--- src/rtl/imm_gen_pipe.sv ---
// RISC-V immediate generator with a 2-entry output FIFO and a saturating illegal-opcode counter.
// Decode happens on acceptance; the FIFO head is presented with a valid/ready handshake.
module imm_gen_pipe #(
  parameter int unsigned XLEN      = 32,
  parameter int unsigned ERR_CNT_W = 8
) (
  input  logic                 clk_i,
  input  logic                 rst_i,
  input  logic [31:0]          inst_i,
  input  logic                 valid_i,
  output logic                 ready_o,
  input  logic                 flush_i,
  output logic                 valid_o,
  input  logic                 ready_i,
  output logic [XLEN-1:0]      imm_o,
  output logic [2:0]           fmt_o,
  output logic                 illegal_o,
  output logic [ERR_CNT_W-1:0] err_cnt_o
);

  localparam logic [2:0] FmtR   = 3'd0;
  localparam logic [2:0] FmtI   = 3'd1;
  localparam logic [2:0] FmtS   = 3'd2;
  localparam logic [2:0] FmtB   = 3'd3;
  localparam logic [2:0] FmtU   = 3'd4;
  localparam logic [2:0] FmtJ   = 3'd5;
  localparam logic [2:0] FmtIll = 3'd7;

  localparam logic [ERR_CNT_W-1:0] ErrMax = {ERR_CNT_W{1'b1}};

  typedef struct packed {
    logic [XLEN-1:0] imm;
    logic [2:0]      fmt;
    logic            illegal;
  } entry_t;

  entry_t                 mem_q [2];
  entry_t                 dec;
  entry_t                 head;
  logic                   rd_ptr_q;
  logic                   wr_ptr;
  logic [1:0]             count_q;
  logic [ERR_CNT_W-1:0]   err_cnt_q;
  logic [31:0]            imm32;
  logic                   sgn;
  logic                   push;
  logic                   pop;

  assign sgn = inst_i[31];

  always_comb begin
    imm32       = '0;
    dec.fmt     = FmtIll;
    dec.illegal = 1'b0;
    unique case (inst_i[6:0])
      7'b0110011: dec.fmt = FmtR;
      7'b0010011, 7'b0000011, 7'b1100111: begin
        dec.fmt = FmtI;
        imm32   = {{20{sgn}}, inst_i[31:20]};
      end
      7'b0100011: begin
        dec.fmt = FmtS;
        imm32   = {{20{sgn}}, inst_i[31:25], inst_i[11:7]};
      end
      7'b1100011: begin
        dec.fmt = FmtB;
        imm32   = {{19{sgn}}, sgn, inst_i[7], inst_i[30:25], inst_i[11:8], 1'b0};
      end
      7'b0110111, 7'b0010111: begin
        dec.fmt = FmtU;
        imm32   = {inst_i[31:12], 12'b0};
      end
      7'b1101111: begin
        dec.fmt = FmtJ;
        imm32   = {{11{sgn}}, sgn, inst_i[19:12], inst_i[20], inst_i[30:21], 1'b0};
      end
      default: dec.illegal = 1'b1;
    endcase
    // Every format's 32-bit immediate already carries inst[31] in its MSB.
    dec.imm = XLEN'(signed'(imm32));
  end

  assign ready_o = (count_q < 2'd2) && !rst_i;
  assign valid_o = (count_q != 2'd0);
  assign push    = valid_i && ready_o && !flush_i;
  assign pop     = valid_o && ready_i;
  assign wr_ptr  = rd_ptr_q ^ count_q[0];
  assign head    = mem_q[rd_ptr_q];

  always_ff @(posedge clk_i) begin
    if (push) begin
      mem_q[wr_ptr] <= dec;
    end
  end

  always_ff @(posedge clk_i) begin
    if (rst_i) begin
      count_q   <= 2'd0;
      rd_ptr_q  <= 1'b0;
      err_cnt_q <= '0;
    end else if (flush_i) begin
      count_q  <= 2'd0;
      rd_ptr_q <= 1'b0;
    end else begin
      count_q <= count_q + 2'(push) - 2'(pop);
      if (pop) begin
        rd_ptr_q <= ~rd_ptr_q;
      end
      if (push && dec.illegal && (err_cnt_q != ErrMax)) begin
        err_cnt_q <= err_cnt_q + 1'b1;
      end
    end
  end

  assign imm_o     = valid_o ? head.imm : '0;
  assign fmt_o     = valid_o ? head.fmt : 3'd0;
  assign illegal_o = valid_o ? head.illegal : 1'b0;
  assign err_cnt_o = err_cnt_q;

endmodule

--- config.mk ---
export PLATFORM = sky130hd
export DESIGN_NAME = imm_gen_pipe
export DESIGN_NICKNAME = d
export VERILOG_FILES = /design/src/rtl/imm_gen_pipe.sv
export SDC_FILE = /design/constraint.sdc
export NUM_CORES = 1
export LEC_CHECK = 0
export ABC_AREA = 1
export CAP_MARGIN = 20
export CORE_ASPECT_RATIO = 2
export CORE_MARGIN = 10
export CORE_UTILIZATION = 46
export CTS_CLUSTER_SIZE = 40
export DETAILED_ROUTE_END_ITERATION = 12
export GPL_ROUTABILITY_DRIVEN = 1
export PLACE_DENSITY_LB_ADDON = 0.05
export RECOVER_POWER = 50
export SYNTH_ARGS = -nofsm -noshare
export SYNTH_HDL_FRONTEND = slang
export SYNTH_SLANG_ARGS = --single-unit
--- constraint.sdc ---
create_clock -name clk_i -period 2.9 [get_ports clk_i]
set_clock_uncertainty 0.05 [all_clocks]
set_input_delay 0.435 -clock clk_i [delete_from_list [all_inputs] [get_ports clk_i]]
set_output_delay 0.435 -clock clk_i [all_outputs]
set_load 0.005 [all_outputs]
Word level (Yosys, flattened, before mapping) --
Memories as Yosys holds them, arrays and structs flattened. A register that Yosys moved wholly into a read port is not among the register bits. Cells that the tools add are included.
Storage, ports and cells: word-level logic and storage cells 45, RAM bits 72, input bits 37, bits in registers 11, memories kept 1
Memory list:
- mem_q | depth 2, width 36, read ports 1, clocked after memory_dff 1, write ports 1, line 37 | entry_t mem_q [2];
Operators by class: $lt $le $gt $ge 1, add/sub/neg operators 3, reduce and logical (&&, ||, !) cells 14, bitwise operators 3, equality and inequality tests 10, muxes and demuxes 10
Operators by type and width (number):
- one-hot mux 32 bit (5 select lines) | 1
- two-way mux 32 bit | 1
- == test 7 x 6 -> 1 bit (second input constant) | 3
- == test 7 bit (second input constant) | 3
- one-hot mux 3 bit (6 select lines) | 1
- == test 7 x 5 -> 1 bit (second input constant) | 2
- OR reduction 9 bit | 1
- adder 8 x 1 -> 8 bit (second input constant) | 1
- inequality test 8 bit (second input constant) | 1
- == test 7 x 2 -> 1 bit (second input constant) | 1
- logical AND 1 bit | 6
- two-way mux 1 bit | 6
- OR reduction 2 bit | 2
- two-way mux 3 bit | 1
- OR reduction 3 bit | 1
- adder 2 x 1 -> 2 bit | 1
- logical NOT 1 bit | 2
- < comparator 2 bit (second input constant) | 1
- inverter 1 bit | 2
- AND reduction 2 bit | 1
- nonzero test 2 bit | 1
- subtractor 2 x 1 -> 2 bit | 1
- XOR 1 bit | 1

Longest topological paths before layout --
Gate-level depths: netlist (run 1).
depth after elaboration 7, depth in mapped cells 10, gate-level depth less buffers 10

Least setup slack after synthesis (run 1) --
No wires, ideal clock.
kind input to register, start point input rst_i, end point memory mem_q[0][0] (netlist bit), enable pin, setup time 0.430 ns, data arrival time 2.378 ns, stages 4, slack 0.043 ns, required time 2.420 ns, cell sequence buf_4 -> nor2_4 -> nand3b_2 -> nor2_1
On the way: cells in the longest elaborated chain, start to end 6
Ends and longest elaborated chain:
- start: declaration | line 8 | input logic rst_i,
- logical NOT 1 bit | line 83 | assign ready_o = (count_q < 2'd2) && !rst_i;
- logical AND 1 bit | line 83
- logical AND 1 bit (2 in a row) | line 85 | assign push = valid_i && ready_o && !flush_i;
- two-way mux 1 bit | line 91 | if (push) begin
- two-way mux 1 bit (not written as such) | line 92 | mem_q[wr_ptr] <= dec;
- end: declaration | line 37
Every way passes these cells.

Final worst setup path (run 1) --
start point input rst_i, end point memory mem_q[0][27] (netlist bit), enable pin
The elaborated chain is that of the path after synthesis.

==> run metrics, run 1 <==
final routed wire length divided by cell count=~17 um; number of nets at the end of the flow=around 520; Mapped Nets=around 440; remaining global-route overflow=0; pins over their slew limit=0; period utilisation layout=about nine tenths; data required time at the worst endpoint=2.83 ns; number of placement rows=between 40 and 50; CP endpoint kind=flip-flop; proportion of synthesized area in mux cells=0%; post-route cell area=0.00513 mm^2; portion of total power attributed to the clock network=~44%; cell taking the most area after synthesis=sky130_fd_sc_hd__edfxtp_1; maxcap violations=0; register clock-pin slew on the reported worst setup and hold paths=~0.06 ns; Cell Count, Final, Fillers Out=586; R2R Setup Slk=~0.73 ns; I/O Buffers=82; biggest area contributors in the synthesized netlist=sky130_fd_sc_hd__edfxtp_1 55%, sky130_fd_sc_hd__nand2_1 12%, sky130_fd_sc_hd__a21oi_1 7.5%; compound-gate portion of the synthesized area=between 10% and 20%; most frequent cells in the layout=130 x sky130_fd_sc_hd__nand2_1, 72 x sky130_fd_sc_hd__edfxtp_1, 70 x sky130_fd_sc_hd__clkdlybuf4s50_1; via density per instance=roughly 5.3; DR iter-0 viols=a little under 200; initial core utilization=roughly 47%; internal power consumption=2200 uW; final weighted congestion in routability-driven placement=roughly 0.9; Filler Cells Inserted=737; power density cells=533 mW/mm^2; count of placed standard cells including taps=between 500 and 600; floorplan die height=about 150 um; first-pass GRT wire length=between 15 and 20 mm; Initial DRT Pass Iterations=4; post-synthesis share of cell area spent on full adders, half adders and majority gates=less than 1%; Top Ports=between 80 and 90; maximum number of pins on one net before global-route repair=37; setup violation total in the final timing report=0; total inserted antenna cells=0; data arrival time at the worst-slack endpoint=2.53 ns; Register-to-Register Path Depth=4; maximum clock insertion buffer count=2; RSZ-0062 raised after global routing=false; cell type of the slowest stage on the worst timing path=sky130_fd_sc_hd__dlygate4sd3_1; worst-path cell chain=dlygate4sd3_1 > nor2_1 > nand3b_2 > clkbuf_1 > nor2_1 > clkbuf_4; antenna violation net count after detailed routing=0; setup tns final=0 ns; Max stage delay on crit path=approximately 0.55 ns; routed wire length=between 9 and 10 mm; CP delay by family, top=buffers and inverters; Sequential Area=approximately 0.0024 mm^2; cells after synthesis=roughly 400; Synth top area share=~55%; category of the most critical setup path=in -> reg; synthesized-area fraction occupied by xor and xnor cells=1.35%; most common cell after layout, fill and taps aside=sky130_fd_sc_hd__nand2_1; later-pin clock latency in the skew report=~0.33 ns; Max IR drop VDD=about 0.00033 V; standard cell core area=roughly 0.0083 mm^2; number of distinct library cells after synthesis=29; post-synthesis instance area=approximately 0.0039 mm^2; synthesized flop and latch total=84; number of remaining DRC errors=0; min cycle time layout=~2.6 ns; path category of the worst min-delay check=reg -> reg; Die Width=about 85 um; reg-to-reg startpoint=count_q[1]$_SDFF_PP0_; register area share after synthesis=61.7%; Layout Utilization=between 60 and 70%; mean post-synth cell area=between 9 and 10 um^2; status=complete, no violations; floorplan die area=around 0.013 mm^2; switching portion of total power=just under 20%; highest net fanout along the worst path=30; number of buffer and inverter instances along the worst setup path=3; Area growth, synth to finish=31.8%; H-tree depth=3; CTS tree=yes; net load switching power=about 540 uW; TritonCTS Buffers=9; Slew @ Worst Pin=roughly 0.80 ns; number of antenna violations at the first check in global routing=0; global-route usage over all layers=about 16%; Final Hold Violating Endpoints=0; cell type with the highest occurrence count on the critical path=sky130_fd_sc_hd__nor2_1; combinational family with the most area after synthesis=simple AND/OR/NAND/NOR gates; destination of the worst register-to-register timing path=mem_q[0][27]$_DFFE_PP_; total power after layout=2740 uW; fraction of layout cells with a size suffix above 1=roughly 8.6%; maximum clock frequency=385 MHz; Post-Synth Simple-Gate Area=21.3%; number of sinks driven by the clock tree=84; clock tree root driver cell=sky130_fd_sc_hd__clkbuf_16; footprint of the multi-input gates=roughly 0.0013 mm^2; post-DP HPWL=slightly above 7 mm; Post-CTS Repair Setup Buffers=0; Yosys warning total=0; vias in the first global route=3214; CP Depth=6; combinational group share of total power=between 7 and 8%; CP endpoint=mem_q[0][27]$_DFFE_PP_; Post-Place Cell Area=around 0.0048 mm^2; Sequential Power Share=between 40% and 50%; number of vias in the routed layout=approximately 3000; hold path cells=1; CP Launch Type=input port; leakage=0.00209 uW; worst relative slew slack=46.3%; startpoint of the most critical setup path=rst_i
cell type report:
| cell class | instances | share of cell area (%) |
|---|---|---|
| clock buffers | 10 | 4.65 |
| clock inverters | 6 | 1.71 |
| inverters | 24 | 1.83 |
| multi-input cells | 275 | 25.5 |
| flip-flops and latches | 84 | 46.8 |
| well taps | 98 | 2.39 |
| repair buffers | 89 | 17.2 |
flip-flops by register name, summed over array words and instances (netlist names), named ones only:
name,count
count_q,2
mem_q,72
err_cnt_o,8
rd_ptr_q,1
stage by stage:
| stage | hold slack [ns] | worst slack [ns] |
|---|---|---|
| after global routing | 0.463 | 0.139 |
| after floorplan | 0.405 | 0.0426 |
| after detailed placement | 0.430 | 0.205 |
| after global placement | 0.420 | 0.291 |
| final | 0.442 | 0.300 |
| after CTS | 0.439 | 0.0466 |
how the worst min path moves through the flow:
stage                          start                    end  slack (ns)
5_1_grt        rd_ptr_q$_SDFFE_PP0P_  rd_ptr_q$_SDFFE_PP0P_        0.46
3_3_place_gp   rd_ptr_q$_SDFFE_PP0P_  rd_ptr_q$_SDFFE_PP0P_        0.42
2_1_floorplan  rd_ptr_q$_SDFFE_PP0P_              flip-flop        0.40
6_report       rd_ptr_q$_SDFFE_PP0P_              flip-flop        0.44
3_5_place_dp   rd_ptr_q$_SDFFE_PP0P_              flip-flop        0.43
4_1_cts        rd_ptr_q$_SDFFE_PP0P_              flip-flop        0.44
routing by layer:
metal  up-vias  global-route usage, %  wire length [um]
met4         0                   6.87               147
li1       1529                      -                 -
met3        10                   4.71               598
met1      1455                   15.3              3340
met5         -                      0                 0
met2        90                   29.4              5700
worst reg2reg max path, cell delays in order (launching register included):
cell and delay [ns]:
sky130_fd_sc_hd__dfxtp_1 0.34, sky130_fd_sc_hd__nand3b_2 0.23, sky130_fd_sc_hd__clkbuf_1 0.17, sky130_fd_sc_hd__nor2_1 0.46, sky130_fd_sc_hd__clkbuf_4 0.55
synthesized netlist by cell type, drive strengths merged:
cell	instances
a21oi	60
edfxtp	72
nor2	24
buf	8
nand3	29
clkinv	1
clkbuf	10
xor2	4
inv	23
nand2	136
nand4	3
or2	2
o21ai	3
o21a	6
o22ai	2
xnor2	2
dfxtp	12
ha	3
nand3b	1
power groups by stage:
stage | registers [uW] | clock network, uW | logic (uW)
after floorplan | 1360 | 0 | 81.1
after global placement | 1360 | 0 | 202
after detailed placement | 1360 | 0 | 203
after CTS | 1330 | 1230 | 205
after global routing | 1330 | 1290 | 215
final | 1330 | 1210 | 195
what timing repair did:
item	CTS	global route
hold buffers	0	0
resized for setup	0	1
endpoints found under the setup margin	0	12
logic make-up (layout without fill, tap and decap cells):
logic type | Yosys count | count (layout)
buf+inv | 42 | 129
flops | 84 | 84
fa+ha+maj | 3 | 3
xor+xnor | 6 | 6
simple gates | 195 | 195
compound gates | 71 | 71
Power figures use the tool's default switching activity.
==> inputs of run 2 (changes only) <==
--- a/config.mk
+++ b/config.mk
@@ -9,7 +9,7 @@
 export CAP_MARGIN = 20
 export CORE_ASPECT_RATIO = 2
 export CORE_MARGIN = 10
-export CORE_UTILIZATION = 46
+export CORE_UTILIZATION = 51
 export CTS_CLUSTER_SIZE = 40
 export DETAILED_ROUTE_END_ITERATION = 12
 export GPL_ROUTABILITY_DRIVEN = 1
==> constraint.sdc (replaced) <==
create_clock -name clk_i -period 2.5 [get_ports clk_i]
set_clock_uncertainty 0.05 [all_clocks]
set_input_delay 0.375 -clock clk_i [delete_from_list [all_inputs] [get_ports clk_i]]
set_output_delay 0.375 -clock clk_i [all_outputs]
set_load 0.005 [all_outputs]
==> run metrics, run 2 (synthesized netlist as in run 1, its figures left out) <==
status=complete, no violations (unchanged); number of remaining DRC errors=0 (unchanged); post-placement setup slack=0.120 ns (was 0.205 ns); clock tree root driver cell=sky130_fd_sc_hd__clkbuf_16 (unchanged); number of antenna violations at the first check in global routing=0 (unchanged); period utilisation layout=around 93%; Die Width=81.8 um (was 85.1 um); leakage=0.00212 uW (was 0.00209 uW); internal power consumption=2530 uW (was 2200 uW); CTS tree=yes (unchanged); CP delay by family, top=buffers and inverters (unchanged); portion of total power attributed to the clock network=43.9% (was 44.2%); Sequential Power Share=48.8% (was 48.7%); power density cells=612 mW/mm^2 (was 533 mW/mm^2); number of buffer and inverter instances along the worst setup path=2 (was 3); net load switching power=638 uW (was 538 uW); destination of the worst register-to-register timing path=count_q[1]$_SDFF_PP0_ (was mem_q[0][27]$_DFFE_PP_); CTS-repair resized insts=1 (was 0); Cell Count, Final, Fillers Out=588 (was 586); final critical-path setup slack=0.186 ns (was 0.300 ns); Register-to-Register Path Depth=10 (was 4); setup violation total in the final timing report=0 (unchanged); hold path cells=1 (unchanged); maximum number of pins on one net before global-route repair=37 (unchanged); number of placement rows=45 (was 47); Area growth, synth to finish=33.0% (was 31.8%); floorplan die area=0.0117 mm^2 (was 0.0128 mm^2); Max stage delay on crit path=0.55 ns (about the same); reg-to-reg startpoint=count_q[1]$_SDFF_PP0_ (unchanged); path category of the worst min-delay check=reg -> reg (unchanged); Final Hold Violating Endpoints=0 (unchanged); DR iter-0 viols=167 (was 198); initial core utilization=51.6% (was 47.0%); critical hold path startpoint=rd_ptr_q$_SDFFE_PP0P_ (unchanged); final weighted congestion in routability-driven placement=0.907 (was 0.904); maxcap violations=0 (unchanged); Filler Cells Inserted=634 (was 737); number of sinks driven by the clock tree=84 (unchanged); Max IR drop VDD=0.000480 V (was 0.000330 V); via density per instance=5.26 (about the same); cell type of the slowest stage on the worst timing path=sky130_fd_sc_hd__clkdlybuf4s50_1 (was sky130_fd_sc_hd__dlygate4sd3_1); CP endpoint kind=output port (was flip-flop); maximum clock frequency=between 400 and 500 MHz; data arrival time at the worst-slack endpoint=1.89 ns (was 2.53 ns); Layout Utilization=68.7% (was 61.9%); hold bufs inserted after CTS=0 (unchanged); Post-CTS Repair Setup Buffers=0 (unchanged); vias in the first global route=3122 (was 3214); standard cell core area=0.00754 mm^2 (was 0.00829 mm^2); fraction of layout cells with a size suffix above 1=9.13% (was 8.61%); post-route cell area=0.00518 mm^2 (was 0.00513 mm^2); register bank with the most flops=mem_q (unchanged); worst-path cell chain=buf_6 > nand2_1 > a21oi_1 > clkdlybuf4s50_1 (was dlygate4sd3_1 > nor2_1 > nand3b_2 > clkbuf_1 > nor2_1 > clkbuf_4); remaining global-route overflow=0 (unchanged); later-pin clock latency in the skew report=0.33 ns (about the same); number of vias in the routed layout=3090 (was 3084); most common cell after layout, fill and taps aside=sky130_fd_sc_hd__nand2_1 (unchanged); antenna violation net count after detailed routing=0 (unchanged); routed wire length=9.46 mm (was 9.79 mm); H-tree depth=3 (unchanged); pins over their slew limit=0 (unchanged); first-pass GRT wire length=15.0 mm (was 15.9 mm); global-route usage over all layers=16.8% (was 15.7%); count of placed standard cells including taps=571 (was 570); min cycle time layout=between 2 and 2.5 ns; register clock-pin slew on the reported worst setup and hold paths=0.06 ns (about the same); I/O Buffers=82 (unchanged); R2R Setup Slk=0.41 ns (was 0.73 ns); Slew @ Worst Pin=0.551 ns (was 0.802 ns); number of nets at the end of the flow=528 (was 523); floorplan die height=144 um (was 150 um); most frequent cells in the layout=130 x sky130_fd_sc_hd__nand2_1, 73 x sky130_fd_sc_hd__clkdlybuf4s50_1, 72 x sky130_fd_sc_hd__edfxtp_1 (was 130 x sky130_fd_sc_hd__nand2_1, 72 x sky130_fd_sc_hd__edfxtp_1, 70 x sky130_fd_sc_hd__clkdlybuf4s50_1); RSZ-0062 raised after global routing=false (unchanged); Top Ports=83 (unchanged); setup tns final=0 ns (unchanged); post-DP HPWL=6.85 mm (was 7.09 mm); max reg flops=72 (unchanged); TritonCTS Buffers=9 (unchanged); worst relative slew slack=63.1% (was 46.3%); Post-Place Cell Area=0.00491 mm^2 (was 0.00485 mm^2); combinational group share of total power=7.3% (was 7.1%); data required time at the worst endpoint=2.08 ns (was 2.83 ns); maximum clock insertion buffer count=2 (unchanged); category of the most critical setup path=reg -> out (was in -> reg); highest net fanout along the worst path=36 (was 30); final routed wire length divided by cell count=16.1 um (was 16.7 um); switching portion of total power=20.1% (was 19.7%); Initial DRT Pass Iterations=5 (was 4); CP Launch Type=flip-flop (was input port)
## run 2: changes by cell type in the layout (fill, tap and decap cells not counted), sizes merged
cell,change
buf,+4
clkdlybuf4s50,+3
dlygate4sd3,-3
clkinv,+2
clkinvlp,-2
clkbuf,+1
diode,+1
## run 2: metrics by stage
| step | power, uW | hold WS [ns] |
|---|---|---|
| 6_report | 3170 | 0.437 |
| 5_1_grt | 3280 | 0.460 |
| 4_1_cts | 3190 | 0.445 |
| 3_5_place_dp | 1820 | 0.431 |
| 3_3_place_gp | 1810 | 0.416 |
| 2_1_floorplan | 1670 | 0.405 |
## run 2: worst reg2reg max path, stage by stage (launching register included)
cell                      delay [ns]
sky130_fd_sc_hd__dfxtp_1        0.36
sky130_fd_sc_hd__nor2_2         0.33
sky130_fd_sc_hd__inv_1          0.11
sky130_fd_sc_hd__nand2_1        0.08
sky130_fd_sc_hd__inv_1          0.07
sky130_fd_sc_hd__ha_1           0.28
sky130_fd_sc_hd__inv_1          0.04
sky130_fd_sc_hd__ha_1           0.18
sky130_fd_sc_hd__xnor2_1        0.14
sky130_fd_sc_hd__or2_2          0.28
sky130_fd_sc_hd__a21oi_1        0.11
## run 2: cell type report
class                           instances  area [um^2]  share of cell area [%]
Tap cell                               94          118                    2.27
Clock inverter                          6         88.8                    1.71
Sequential cell                        84         2400                    46.4
Inverter                               24         91.3                    1.76
Clock buffer                           10          229                    4.42
Multi-Input combinational cell        275         1310                    25.2
Antenna cell                            1         2.50                  0.0483
Timing Repair Buffer                   94          945                    18.2
## run 2: worst max-delay path by stage
stage	end	slack, ns	cells past startpoint
after floorplan	mem_q[0][0]$_DFFE_PP_	0.28	4
after global placement	mem_q[1][28]$_DFFE_PP_	0.19	10
after detailed placement	mem_q[1][25]$_DFFE_PP_	0.12	10
after CTS	imm_o[7]	0.06	4
after global routing	mem_q[0][28]$_DFFE_PP_	0.06	10
final	imm_o[7]	0.19	4
## run 2: per-layer routing
| metal | vias to the layer above | share of wire, % | routed length, um | global-route usage (%) |
|---|---|---|---|---|
| met3 | 19 | 7.0 | 666 | 5.19 |
| met4 | 0 | 2.8 | 265 | 8.29 |
| met2 | 88 | 57 | 5390 | 30.6 |
| met1 | 1443 | 33 | 3130 | 16.1 |
| met5 | - | 0 | 0 | 0 |
| li1 | 1540 | - | - | - |
## run 2: power groups by stage
stage	Combinational (uW)	Sequential (uW)	Clock [uW]
after CTS	241	1550	1410
after global placement	236	1570	0
after detailed placement	240	1580	0
after floorplan	94.7	1570	0
final	231	1550	1390
after global routing	254	1550	1480
==> inputs of run 3 (changes only) <==
--- a/config.mk
+++ b/config.mk
@@ -7,7 +7,6 @@
 export LEC_CHECK = 0
 export ABC_AREA = 1
 export CAP_MARGIN = 20
-export CORE_ASPECT_RATIO = 2
 export CORE_MARGIN = 10
 export CORE_UTILIZATION = 51
 export CTS_CLUSTER_SIZE = 40
==> run metrics, run 3 (synthesized netlist as in run 1, its figures left out) <==
maximum clock frequency=418 MHz (was 432 MHz); pins over their slew limit=0 (unchanged); final routed wire length divided by cell count=15.8 um (was 16.1 um); path category of the worst min-delay check=reg -> reg (unchanged); remaining global-route overflow=0 (unchanged); setup tns final=0 ns (unchanged); fraction of layout cells with a size suffix above 1=9.27% (was 9.13%); I/O Buffers=82 (unchanged); first-pass GRT wire length=15.0 mm (about the same); initial core utilization=53.1% (was 51.6%); later-pin clock latency in the skew report=0.35 ns (was 0.33 ns); floorplan die height=107 um (was 144 um); Area growth, synth to finish=30.2% (was 33.0%); clock tree root driver cell=sky130_fd_sc_hd__clkbuf_8 (was sky130_fd_sc_hd__clkbuf_16); maximum number of pins on one net before global-route repair=38 (was 37); leakage=0.00207 uW (was 0.00212 uW); Initial DRT Pass Iterations=4 (was 5); Top Ports=83 (unchanged); min cycle time layout=2.39 ns (was 2.31 ns); post-placement setup slack=0.0951 ns (was 0.120 ns); number of antenna violations at the first check in global routing=0 (unchanged); Slew @ Worst Pin=0.976 ns (was 0.551 ns); CTS-repair resized insts=0 (was 1); total power after layout=2810 uW (was 3170 uW); RSZ-0062 raised after global routing=false (unchanged); Register-to-Register Path Depth=11 (was 10); H-tree depth=3 (unchanged); Max IR drop VDD=0.000349 V (was 0.000480 V); Final Hold Violating Endpoints=0 (unchanged); number of remaining DRC errors=0 (unchanged); number of vias in the routed layout=3071 (was 3090); final weighted congestion in routability-driven placement=0.915 (was 0.907); highest net fanout along the worst path=36 (unchanged); period utilisation layout=95.7% (was 92.5%); status=complete, no violations (unchanged); routed wire length=9.38 mm (was 9.46 mm); power density cells=553 mW/mm^2 (was 612 mW/mm^2); hold bufs inserted after CTS=0 (unchanged); startpoint of the most critical setup path=rst_i; maximum clock insertion buffer count=2 (unchanged); category of the most critical setup path=in -> reg (was reg -> out); most common cell after layout, fill and taps aside=sky130_fd_sc_hd__nand2_1 (unchanged); Post-CTS Repair Setup Buffers=0 (unchanged); max reg flops=72 (unchanged); data arrival time at the worst-slack endpoint=2.31 ns (was 1.89 ns); register clock-pin slew on the reported worst setup and hold paths=0.08 ns (was 0.06 ns); TritonCTS Buffers=9 (unchanged); CP endpoint kind=flip-flop (was output port); final critical-path setup slack=0.108 ns (was 0.186 ns); destination of the worst register-to-register timing path=count_q[1]$_SDFF_PP0_ (unchanged); register bank with the most flops=mem_q (unchanged); reg-to-reg startpoint=count_q[0]$_SDFF_PP0_ (was count_q[1]$_SDFF_PP0_); number of sinks driven by the clock tree=84 (unchanged); floorplan die area=0.0115 mm^2 (was 0.0117 mm^2); CP endpoint=mem_q[1][25]$_DFFE_PP_ (was imm_o[7]); R2R Setup Slk=0.38 ns (was 0.41 ns); DR iter-0 viols=156 (was 167); global-route usage over all layers=16.4% (was 16.8%); most frequent cells in the layout=130 x sky130_fd_sc_hd__nand2_1, 73 x sky130_fd_sc_hd__clkdlybuf4s50_1, 72 x sky130_fd_sc_hd__edfxtp_1 (unchanged); CP Launch Type=input port (was flip-flop); number of nets at the end of the flow=531 (was 528); via density per instance=5.16 (was 5.26); vias in the first global route=3066 (was 3122); CTS tree=yes (unchanged); worst hold margin=0.449 ns (was 0.437 ns); total inserted antenna cells=0 (was 1); maxcap violations=0 (unchanged); worst relative slew slack=35.0% (was 63.1%); standard cell core area=0.00733 mm^2 (was 0.00754 mm^2); number of placement rows=31 (was 45); Die Width=107 um (was 81.8 um); setup violation total in the final timing report=0 (unchanged); data required time at the worst endpoint=2.42 ns (was 2.08 ns); post-DP HPWL=6.61 mm (was 6.85 mm); antenna violation net count after detailed routing=0 (unchanged)
-- run 3: cell count changes in the layout (fill, tap and decap cells not counted), moves of 2 or more --
cell / change
sky130_fd_sc_hd__clkbuf_8: +9
sky130_fd_sc_hd__clkinv_2: -2
sky130_fd_sc_hd__clkbuf_2: +2
sky130_fd_sc_hd__buf_12: -2
sky130_fd_sc_hd__clkbuf_16: -9
sky130_fd_sc_hd__nor2_2: -2
sky130_fd_sc_hd__buf_4: +4
sky130_fd_sc_hd__clkinv_1: +2
-- run 3: how the worst min path moves through the flow --
| stage | end | startpoint | slack [ns] | depth (start not counted) |
|---|---|---|---|---|
| 2_1_floorplan | flip-flop | rd_ptr_q$_SDFFE_PP0P_ | 0.40 | 1 |
| 3_3_place_gp | rd_ptr_q$_SDFFE_PP0P_ | rd_ptr_q$_SDFFE_PP0P_ | 0.42 | 1 |
| 3_5_place_dp | flip-flop | rd_ptr_q$_SDFFE_PP0P_ | 0.43 | 1 |
| 4_1_cts | flip-flop | rd_ptr_q$_SDFFE_PP0P_ | 0.46 | 1 |
| 5_1_grt | err_cnt_o[1]$_SDFFE_PP0P_ | err_cnt_o[1]$_SDFFE_PP0P_ | 0.49 | 2 |
| 6_report | err_cnt_o[1]$_SDFFE_PP0P_ | err_cnt_o[1]$_SDFFE_PP0P_ | 0.45 | 2 |
-- run 3: area by class of cell --
class	count	area (um^2)
Clock inverter	6	87.6
Timing Repair Buffer	97	933
Multi-Input combinational cell	275	1310
Sequential cell	84	2400
Inverter	24	90.1
Clock buffer	10	128
Fill cell	573	2260
Tap cell	99	124
-- run 3: per-layer routing --
layer	GRT usage [%]	part of all wire, %	wire length, um
met1	19.3	41	3890
met2	27.3	49	4610
met3	5.27	7.2	677
met4	6.77	2.2	202
met5	0	0	0
-- run 3: power by group --
part           switching, uW  internal, uW  leakage (uW)
clock network            472           563      0.000101
logic                    112           117       0.00119
registers               7.42          1540      0.000775
total                    592          2220       0.00207
-- run 3: worst max-delay path, cell delays in order --
cell and delay (ns):
sky130_fd_sc_hd__dlygate4sd3_1 0.56, sky130_fd_sc_hd__nor2_1 0.22, sky130_fd_sc_hd__nand3b_2 0.13, sky130_fd_sc_hd__clkbuf_2 0.19, sky130_fd_sc_hd__nor2_4 0.09, sky130_fd_sc_hd__clkbuf_2 0.74
-- run 3: through the flow --
stage	util, %	instances	instance area, um^2
after CTS	70.1	595	5140
after detailed placement	67.1	579	4920
after global routing	69.2	595	5070
final	69.2	595	5070
after floorplan	-	401	3900
after global placement	67.1	579	4920
